<file path="src/rtl/count_ctrl.sv">
// Command-driven controller for a free-running up-counter with a programmable
// terminal limit, periodic/one-shot modes and a valid/ready terminal-event output.
module count_ctrl #(
  parameter int unsigned WIDTH = 4
) (
  input  logic             i_clk,
  input  logic             i_rst,
  input  logic             i_cmd_valid,
  output logic             o_cmd_ready,
  input  logic [2:0]       i_cmd_op,
  input  logic [WIDTH-1:0] i_cmd_data,
  output logic [WIDTH-1:0] o_count,
  output logic [WIDTH-1:0] o_limit,
  output logic             o_busy,
  output logic             o_evt_valid,
  input  logic             i_evt_ready,
  output logic             o_overrun
);

  typedef enum logic [1:0] {
    ST_IDLE,
    ST_RUN_PERIODIC,
    ST_RUN_ONESHOT,
    ST_DONE
  } state_t;

  typedef enum logic [2:0] {
    OP_NOP            = 3'd0,
    OP_START_PERIODIC = 3'd1,
    OP_START_ONESHOT  = 3'd2,
    OP_STOP           = 3'd3,
    OP_LOAD_COUNT     = 3'd4,
    OP_LOAD_LIMIT     = 3'd5,
    OP_CLEAR          = 3'd6,
    OP_RSVD           = 3'd7
  } op_t;

  state_t           state_q, state_d;
  logic [WIDTH-1:0] count_q, count_d;
  logic [WIDTH-1:0] limit_q, limit_d;
  logic             evt_q, evt_d;
  logic             ovr_q, ovr_d;

  logic running;
  logic hit;
  logic cmd_ready;
  logic accept;
  op_t  op;

  always_comb begin
    op        = op_t'(i_cmd_op);
    running   = (state_q == ST_RUN_PERIODIC) || (state_q == ST_RUN_ONESHOT);
    hit       = running && (count_q == limit_q);
    // Host is held off until a one-shot completion event has been consumed.
    cmd_ready = !((state_q == ST_DONE) && evt_q);
    accept    = i_cmd_valid && cmd_ready;
  end

  always_ff @(posedge i_clk or negedge i_rst) begin
    if (!i_rst) begin
      state_q <= ST_IDLE;
      count_q <= '0;
      limit_q <= '1;
      evt_q   <= 1'b0;
      ovr_q   <= 1'b0;
    end else begin
      state_q <= state_d;
      count_q <= count_d;
      limit_q <= limit_d;
      evt_q   <= evt_d;
      ovr_q   <= ovr_d;
    end
  end

  always_comb begin
    state_d = state_q;
    count_d = count_q;
    limit_d = limit_q;
    evt_d   = evt_q;
    ovr_d   = ovr_q;

    // Free-running datapath first; an accepted command below overrides it,
    // so STOP freezes the count at whatever value this step produced.
    if (running) begin
      if (hit) begin
        if (state_q == ST_RUN_PERIODIC) begin
          count_d = '0;
        end else begin
          state_d = ST_DONE;
        end
      end else begin
        count_d = count_q + 1'b1;
      end
    end

    if (hit) begin
      evt_d = 1'b1;
      if (evt_q && !i_evt_ready) begin
        ovr_d = 1'b1;
      end
    end else if (i_evt_ready) begin
      evt_d = 1'b0;
    end

    if (accept) begin
      case (op)
        OP_START_PERIODIC: state_d = ST_RUN_PERIODIC;
        OP_START_ONESHOT:  state_d = ST_RUN_ONESHOT;
        OP_STOP: begin
          if (running) begin
            state_d = ST_IDLE;
          end
        end
        OP_LOAD_COUNT:     count_d = i_cmd_data;
        OP_LOAD_LIMIT:     limit_d = i_cmd_data;
        OP_CLEAR: begin
          state_d = ST_IDLE;
          count_d = '0;
          evt_d   = 1'b0;
          ovr_d   = 1'b0;
        end
        default: ;
      endcase
    end
  end

  assign o_cmd_ready = cmd_ready;
  assign o_count     = count_q;
  assign o_limit     = limit_q;
  assign o_busy      = running;
  assign o_evt_valid = evt_q;
  assign o_overrun   = ovr_q;

endmodule

</file>
<file path="config.mk">
export PLATFORM = sky130hd
export DESIGN_NAME = count_ctrl
export DESIGN_NICKNAME = d
export VERILOG_FILES = /design/src/rtl/count_ctrl.sv
export SDC_FILE = /design/constraint.sdc
export NUM_CORES = 1
export LEC_CHECK = 0
export BUFFER_PORTS_ARGS = -buffer_cell sky130_fd_sc_hd__buf_2
export CORE_MARGIN = 4
export CORE_UTILIZATION = 48
export CTS_CLUSTER_DIAMETER = 30
export DETAILED_ROUTE_END_ITERATION = 10
export GPL_TIMING_DRIVEN = 0
export PLACE_DENSITY_LB_ADDON = 0.25
export SETUP_SLACK_MARGIN = 0.05
export SYNTH_ARGS = -nofsm -noshare
export SYNTH_HDL_FRONTEND = slang
export SYNTH_SLANG_ARGS = --single-unit
export TNS_END_PERCENT = 100
</file>
<file path="constraint.sdc">
create_clock -name i_clk -period 2.8 [get_ports i_clk]
set_clock_uncertainty 0.05 [all_clocks]
set_input_delay 0.14 -clock i_clk [delete_from_list [all_inputs] [get_ports i_clk]]
set_output_delay 0.14 -clock i_clk [all_outputs]
set_load 0.01 [all_outputs]
</file>
==> summary.txt, run 1 <==
Worst setup path
  • Crit path max fanout: 6
  • CP max stage cell: dfrtp_1
  • WP buf/inv: 1
  • Crit. Startpoint: state_q[0]$_DFF_PN0_
  • Startpoint Class: register
  • CP endpoint kind: register
  • WS Path Type: reg -> reg
  • CP max stage delay: approximately 0.44 ns
  • Top delay family on crit path: compound AO/OA/AOI/OAI gates
  • Required @ worst endpoint: slightly below 3 ns
  • FF-to-FF Start: state_q[0]$_DFF_PN0_
  • Crit path cell chain: ha_1 > a21bo_2 > or3b_1 > clkbuf_2 > mux2i_1 > a311o_2
  • WP data arrival: approximately 2.2 ns

STA
  • Achievable Freq: about 0.47 GHz
  • Period Utilization, post-route: 76.04%
  • Worst-Margin Slew: about 0.63 ns
  • Slew headroom: approximately 57%
  • Final min period: approximately 2.1 ns
  • Worst Setup Slack, final: around 0.67 ns
  • Setup TNS: 0 ns
  • WHS: roughly 0.065 ns
  • RSZ-0062 raised after global routing: false
  • Final number of hold-violating endpoints: 0
  • Slew Viols, Final: 0
  • Endpoints failing setup: 0

Clock network
  • Htree depth: 1
  • Clk slew on worst S/H paths: around 0.08 ns
  • CTS root buf: clkbuf_4
  • CTS tree: built
  • Inserted Clock Buffers: 3
  • Worst skew pair latency: around 0.26 ns
  • Clock tree buffer depth: 2
  • Clock sink count: 12
  • Resize count post-CTS: 0

Floorplan
  • Site row count: 14
  • Starting Density: between 50 and 60%
  • IO Count: 23
  • Die height: roughly 50 µm
  • Core Region: ~1500 µm²
  • Die ar.: approximately 2400 µm²
  • Die W: 48.62 µm

Place
  • Final HPWL DP: around 1400 µm
  • Port buffer count: 21
  • Placed cell areas: just over 900 µm²
  • Routability cong.: roughly 0.77
  • Dpl ws: 0.7210 ns

Drt
  • Iter 0 DRT Violations: 27
  • DRC: 0
  • Iteration count of the initial detailed-routing pass: 4
  • Routed vias/inst: just under 6
  • Final wirelength: roughly 1800 µm
  • Drt wl/cell: 15.15 µm
  • Antenna-violating nets left: 0
  • Via count: 707

Synthesis
  • Synth Area per Inst: 10.03 µm²
  • Most common cell in the synthesized netlist: dfrtp_1
  • Seq/Total Area, Yosys: 38.55%
  • Most used flip-flop cell after synthesis: dfrtp_1
  • Net Count, Synth: 95
  • Cell taking the most area after synthesis: dfrtp_1
  • Cell variety after synth: 37
  • Synthesized instance count: 79
  • Synth Cell Area: slightly below 800 µm²
  • Synth top cells by count: 8 x dfrtp_1, 7 x nand2_1, 5 x ha_1
  • Ys Warns: 0
  • Count of flip-flops with a built-in enable after synthesis: 0
  • FF+latch count, synth: 12
  • Ranking of synthesized cells by area: dfrtp_1 25%, dfstp_2 13%, ha_1 7.9%, mux2_2 5.7%, xnor2_1 4.4%
  • Post-synth top area share: 25.28%
  • Post-synth ARST share: 100.0%

Global routing
  • Met1 usage: between 20% and 30%
  • Vias in the first global route: around 710
  • M2 GR Usage: ~28%
  • GRT Max-Usage Layer: met2
  • Overall global routing resource usage: between 15 and 20%
  • Met3 usage: under 10%
  • Largest net degree at the start of global routing: 13
  • First-pass GRT wire length: 3180 µm
  • Antenna violations before repair: 0
  • Grt total ovfl: 0

Status
  • Status: finished clean

Final layout
  • Share of cells above drive strength 1: a little over a third
  • Area Growth Syn to Fin: 20.38%
  • Fill count: 141
  • Final Cell Area: roughly 950 µm²
  • Nets@finish: 122
  • ANT cells: 0

Min path
  • HP Class: in -> reg
  • Hold wc startpoint: i_cmd_data[2]

Pwr
  • Worst vdd ir: roughly 0.51 mV
  • Tot Pwr: between 800 and 900 µW
  • Pleak: 0.4320 nW
  • Pwr dens: 861.5 nW/µm²

Run
  • MaxCap Viol Count: 0
-- cell type report --
type	instances	area, µm²	share of cell area (%)
Buffer	2	8.758	0.9186
Clock buffer	4	26.28	2.756
Inverter	4	15.01	1.575
Multi-Input combinational cell	61	462.9	48.56
Sequential cell	12	305.3	32.02
Tap cell	16	20.02	2.100
Timing Repair Buffer	22	115.1	12.07
-- report_power, final --
group          switching [mW]  internal (mW)  total, mW
Clock                  0.0565         0.0550      0.112
Combinational           0.212          0.180      0.392
Sequential             0.0774          0.240      0.317
Total                   0.346          0.475      0.821
-- worst paths after layout --
path | end | slack, ns | cells past startpoint
max | o_count[3]$_DFF_PN0_ | 0.67 | 6
min | o_count[2]$_DFF_PN0_ | 0.06 | 2
max reg2reg | o_count[3]$_DFF_PN0_ | 0.67 | 6
min reg2reg | o_overrun$_DFF_PN0_ | 0.51 | 1
max in group asynchronous | o_limit[3]$_DFFE_PN1P_ | 2.20 | 2
min in group asynchronous | state_q[1]$_DFF_PN0_ | 0.22 | 2
-- per-layer routing --
layer | wire, µm | share of wire [%]
met3 | 115 | 6.3
met5 | 0 | 0
met1 | 839 | 46
met2 | 869 | 47
met4 | 10 | 0.55
-- registers in the layout, indices dropped and copies added, names as in the netlist --
signal,flops
o_overrun,1
state_q,2
o_count,4
o_limit,4
o_evt_valid,1
-- cells in the final DEF, fill, tap and decap left out, types with 2 or more instances in the layout --
master    count
buf_2        21
dfrtp_1       8
nand2_1       7
ha_1          5
xnor2_1       4
nor2_1        4
inv_1         4
nand2b_1      4
mux2_2        4
dfstp_2       4
nor3_1        3
nand3b_1      3
clkbuf_4      3
nand4_1       2
clkbuf_1      2
o211ai_1      2
nand3_1       2
-- worst register-to-register path, cell delays in order, from the launching register on --
cell	delay, ns
dfrtp_1	0.44
ha_1	0.27
a21bo_2	0.25
or3b_1	0.35
clkbuf_2	0.16
mux2i_1	0.14
a311o_2	0.36
-- through the flow --
stage,std cells,utilization [%]
after detailed placement,116,59.50
after global placement,116,59.50
after global routing,121,61.85
after floorplan,79,-
final,121,61.85
after CTS,121,61.85
-- what timing repair did --
item                      CTS  global route
hold buffers                1             0
hold endpoints to repair   12             0
setup buffers               0             0
-- kinds of logic after synthesis --
kind of cell	count (synthesis)	synth area share, %
xor+xnor	4	4.423
simple gates	30	21.80
mux	5	6.951
fa+ha+maj	5	7.899
buf+inv	6	3.000
flops	12	38.55
compound gates	17	17.38
No activity file was read; power rests on OpenSTA's default activity.
==> run 2: changes to the inputs <==
--- a/config.mk
+++ b/config.mk
@@ -5,9 +5,10 @@
 export SDC_FILE = /design/constraint.sdc
 export NUM_CORES = 1
 export LEC_CHECK = 0
+export ABC_AREA = 1
 export BUFFER_PORTS_ARGS = -buffer_cell sky130_fd_sc_hd__buf_2
 export CORE_MARGIN = 4
-export CORE_UTILIZATION = 48
+export CORE_UTILIZATION = 45
 export CTS_CLUSTER_DIAMETER = 30
 export DETAILED_ROUTE_END_ITERATION = 10
 export GPL_TIMING_DRIVEN = 0
==> constraint.sdc (replaced) <==
create_clock -name i_clk -period 1.9 [get_ports i_clk]
set_clock_uncertainty 0.05 [all_clocks]
set_input_delay 0.095 -clock i_clk [delete_from_list [all_inputs] [get_ports i_clk]]
set_output_delay 0.095 -clock i_clk [all_outputs]
set_load 0.01 [all_outputs]
==> run 2 against run 1 <==
  * Non-clock buffer count rose by 7
  * Core utilization rose by 0.59 points
  * Hold slack lost 0.013 ns
  * Sequential power increased by 45%
  * Combinational power increased by 97%
  * Synthesized area is 5.2% higher
  * Critical path depth grew 6
  * Power increased by 70%
  * Critical endpoint unchanged
==> summary.txt, run 2 <==
Place
  • Routability cong.: 0.8138 (+5.2%)
  • Port buffer count: 22 (+4.8%)
  • Placed cell areas: 974.7 µm² (+6.3%)
  • Final HPWL DP: 1418 µm (+0.76%)
  • Dpl ws: 0.09257 ns (-0.6284 ns)

STA
  • Setup TNS: 0 ns (unchanged)
  • Final min period: 1.696 ns (-0.4333 ns)
  • Final number of hold-violating endpoints: 0 (unchanged)
  • Worst-Margin Slew: 0.5108 ns (-0.1221 ns)
  • Achievable Freq: 0.5897 GHz (+26%)
  • Worst Setup Slack, final: 0.2043 ns (-0.4667 ns)
  • Period Utilization, post-route: 89.25% (+13 points)
  • Slew headroom: 65.76% (+8.3 points)
  • RSZ-0062 raised after global routing: false
  • Endpoints failing setup: 0 (unchanged)
  • Slew Viols, Final: 0 (unchanged)

Worst setup path
  • R2R Path End: o_count[3]$_DFF_PN0_
  • Crit path max fanout: 6 (unchanged)
  • Setup slack, reg-to-reg: 0.20 ns (-0.47 ns)
  • FF-to-FF Start: state_q[0]$_DFF_PN0_
  • R2R cell count: 12 (+6)
  • WP data arrival: 1.81 ns (-0.42 ns)
  • CP endpoint kind: register
  • Startpoint Class: register
  • Crit. Startpoint: state_q[0]$_DFF_PN0_
  • Setup crit end: o_count[3]$_DFF_PN0_
  • WS Path Type: reg -> reg
  • Required @ worst endpoint: 2.01 ns (-0.89 ns)

Floorplan
  • Site row count: 15 (+1)
  • IO Count: 23 (unchanged)
  • Die W: 51.03 µm (+5.0%)
  • Core Region: 1745 µm² (+13%)
  • Die height: 51.03 µm (+5.0%)
  • Starting Density: 47.74% (-3.6 points)
  • Die ar.: 2604 µm² (+10%)

Synthesis
  • Most used flip-flop cell after synthesis: dfrtp_1
  • Ranking of synthesized cells by area: dfrtp_1 24%, nand2_1 22%, dfstp_2 13%, inv_1 8.1%, ha_1 7.5%
  • Ys Warns: 0 (unchanged)
  • Cell taking the most area after synthesis: dfrtp_1
  • Cell variety after synth: 19 (-49%)
  • Synth Area per Inst: 6.830 µm² (-32%)
  • Count of flip-flops with a built-in enable after synthesis: 0 (unchanged)
  • Synth Cell Area: 833.3 µm² (+5.2%)
  • Post-synth ARST share: 100.0% (unchanged)
  • Seq/Total Area, Yosys: 36.64% (-1.9 points)
  • Post-synth top area share: 24.02% (-1.3 points)
  • Synthesized instance count: 122 (+54%)
  • Synth top cells by count: 48 x nand2_1, 18 x inv_1, 8 x dfrtp_1, 8 x nor2_1, 7 x nand3_1
  • FF+latch count, synth: 12 (unchanged)
  • Net Count, Synth: 138 (+45%)
  • Most common cell in the synthesized netlist: nand2_1

Clock network
  • Inserted Clock Buffers: 3 (unchanged)
  • CTS tree: built
  • Clock tree buffer depth: 2 (unchanged)
  • Clock sink count: 12 (unchanged)
  • CTS root buf: clkbuf_4
  • Worst skew pair latency: 0.27 ns (about the same)
  • Clk slew on worst S/H paths: 0.08 ns (about the same)
  • Htree depth: 1 (unchanged)

Global routing
  • Antenna violations before repair: 0 (unchanged)
  • Grt total ovfl: 0 (unchanged)
  • Largest net degree at the start of global routing: 13 (unchanged)
  • Vias in the first global route: 762 (+8.1%)
  • First-pass GRT wire length: 3125 µm (-1.7%)
  • Overall global routing resource usage: 16.32% (about the same)

Drt
  • Drt wl/cell: 10.77 µm (-29%)
  • DRC: 0 (unchanged)
  • Routed vias/inst: 4.753 (-19%)
  • Iter 0 DRT Violations: 10 (-63%)
  • Via count: 865 (+22%)
  • Antenna-violating nets left: 0 (unchanged)
  • Final wirelength: 1960 µm (+6.9%)
  • Iteration count of the initial detailed-routing pass: 4 (unchanged)

Pwr
  • Worst vdd ir: 0.8830 mV (+73%)
  • Pleak: 0.6027 nW (+40%)
  • Pwr dens: 1285 nW/µm² (+49%)

Final layout
  • Share of cells above drive strength 1: 28.66% (-7.5 points)
  • Final core utilization: 62.44% (+0.59 points)
  • Most frequent cells in the layout: 48 x nand2_1, 22 x buf_2, 18 x inv_1
  • ANT cells: 0 (unchanged)
  • Nets@finish: 174 (+43%)
  • Final Cell Area: 1090 µm² (+14%)
  • Area Growth Syn to Fin: 30.78%
  • Most common cell after layout, fill and taps aside: nand2_1

Run
  • MaxCap Viol Count: 0 (unchanged)

Min path
  • HP Class: in -> reg

Status
  • Status: finished clean
==> run 2: cell types whose count changed in the layout (fill, tap and decap cells not counted), sizes merged, moves of 5 or more <==
| cell | delta |
|---|---|
| nand2 | +43 |
| nor2 | +6 |
| inv | +17 |
| buf | +5 |
| o21ai | +5 |
| nand3 | +5 |
==> run 2: where the power goes <==
part / switching [mW] / internal (mW) / leakage (nW) / total (mW)
clock: 0.0867 / 0.0813 / 0.0150 / 0.168
combinational: 0.443 / 0.328 / 0.446 / 0.771
sequential: 0.100 / 0.361 / 0.142 / 0.461
total: 0.630 / 0.769 / 0.603 / 1.40
==> run 2: kinds of logic after synthesis <==
family / count (synthesis) / synth area share [%]
simple gates: 69 / 34.23
buf+inv: 21 / 9.459
compound gates: 15 / 12.16
flops: 12 / 36.64
fa+ha+maj: 5 / 7.508
==> run 2: final cells by class <==
cell class / count / area, µm²
Fill cell: 163 / 655.6
Inverter: 21 / 78.83
Multi-Input combinational cell: 89 / 456.7
Clock buffer: 4 / 26.28
Sequential cell: 12 / 306.5
Timing Repair Buffer: 31 / 190.2
Tap cell: 25 / 31.28
==> run 2: metrics by stage <==
stage / total power, mW / hold WS [ns] / instances
finish: 1.400 / 0.05178 / 182
global placement: 1.142 / -0.06005 / 169
CTS: 1.340 / 0.04865 / 178
detailed placement: 1.156 / -0.06266 / 169
global route: 1.535 / 0.06877 / 182
floorplan: 0.9501 / -0.2506 / 122
==> run 2: critical path: stages, from the launching register on <==
cell and delay (ns):
dfrtp_2 0.39, inv_1 0.05, ha_1 0.32, inv_2 0.11, nand2_1 0.06, nand2_1 0.06
nand2_1 0.07, nor2_2 0.10, nand2_1 0.10, a21oi_1 0.13, nand2_1 0.06, nand2_1 0.06
nand2_1 0.05
==> run 2: routing by layer <==
metal  wire [µm]  global-route usage [%]  vias to the layer above  share of wire (%)
met5           0                       0                        -                  0
met4          38                   8.520                        0                1.9
met3          93                   3.790                        5                4.7
met2         979                   27.68                       27                 50
met1         848                   18.91                      386                 43
li1            -                       -                      447                  -
==> run 2: what timing repair did <==
action / CTS / global route
endpoints found under the setup margin: 0 / 5
buffers inserted: 0 / 4
gates resized for setup: 0 / 3
hold buffers: 5 / 0
hold endpoints to repair: 16 / 0
==> run 2: how the worst min path moves through the flow <==
| stage | start | end | slack (ns) | cells after the start |
|---|---|---|---|---|
| finish | i_evt_ready | o_evt_valid$_DFF_PN0_ | 0.05 | 4 |
| detailed placement | i_rst | state_q[1]$_DFF_PN0_ | -0.06 | 1 |
| global route | i_evt_ready | o_evt_valid$_DFF_PN0_ | 0.07 | 4 |
| CTS | i_evt_ready | o_evt_valid$_DFF_PN0_ | 0.05 | 4 |
| global placement | i_rst | state_q[1]$_DFF_PN0_ | -0.06 | 1 |
| floorplan | i_rst | o_count[0]$_DFF_PN0_ | -0.25 | 0 |
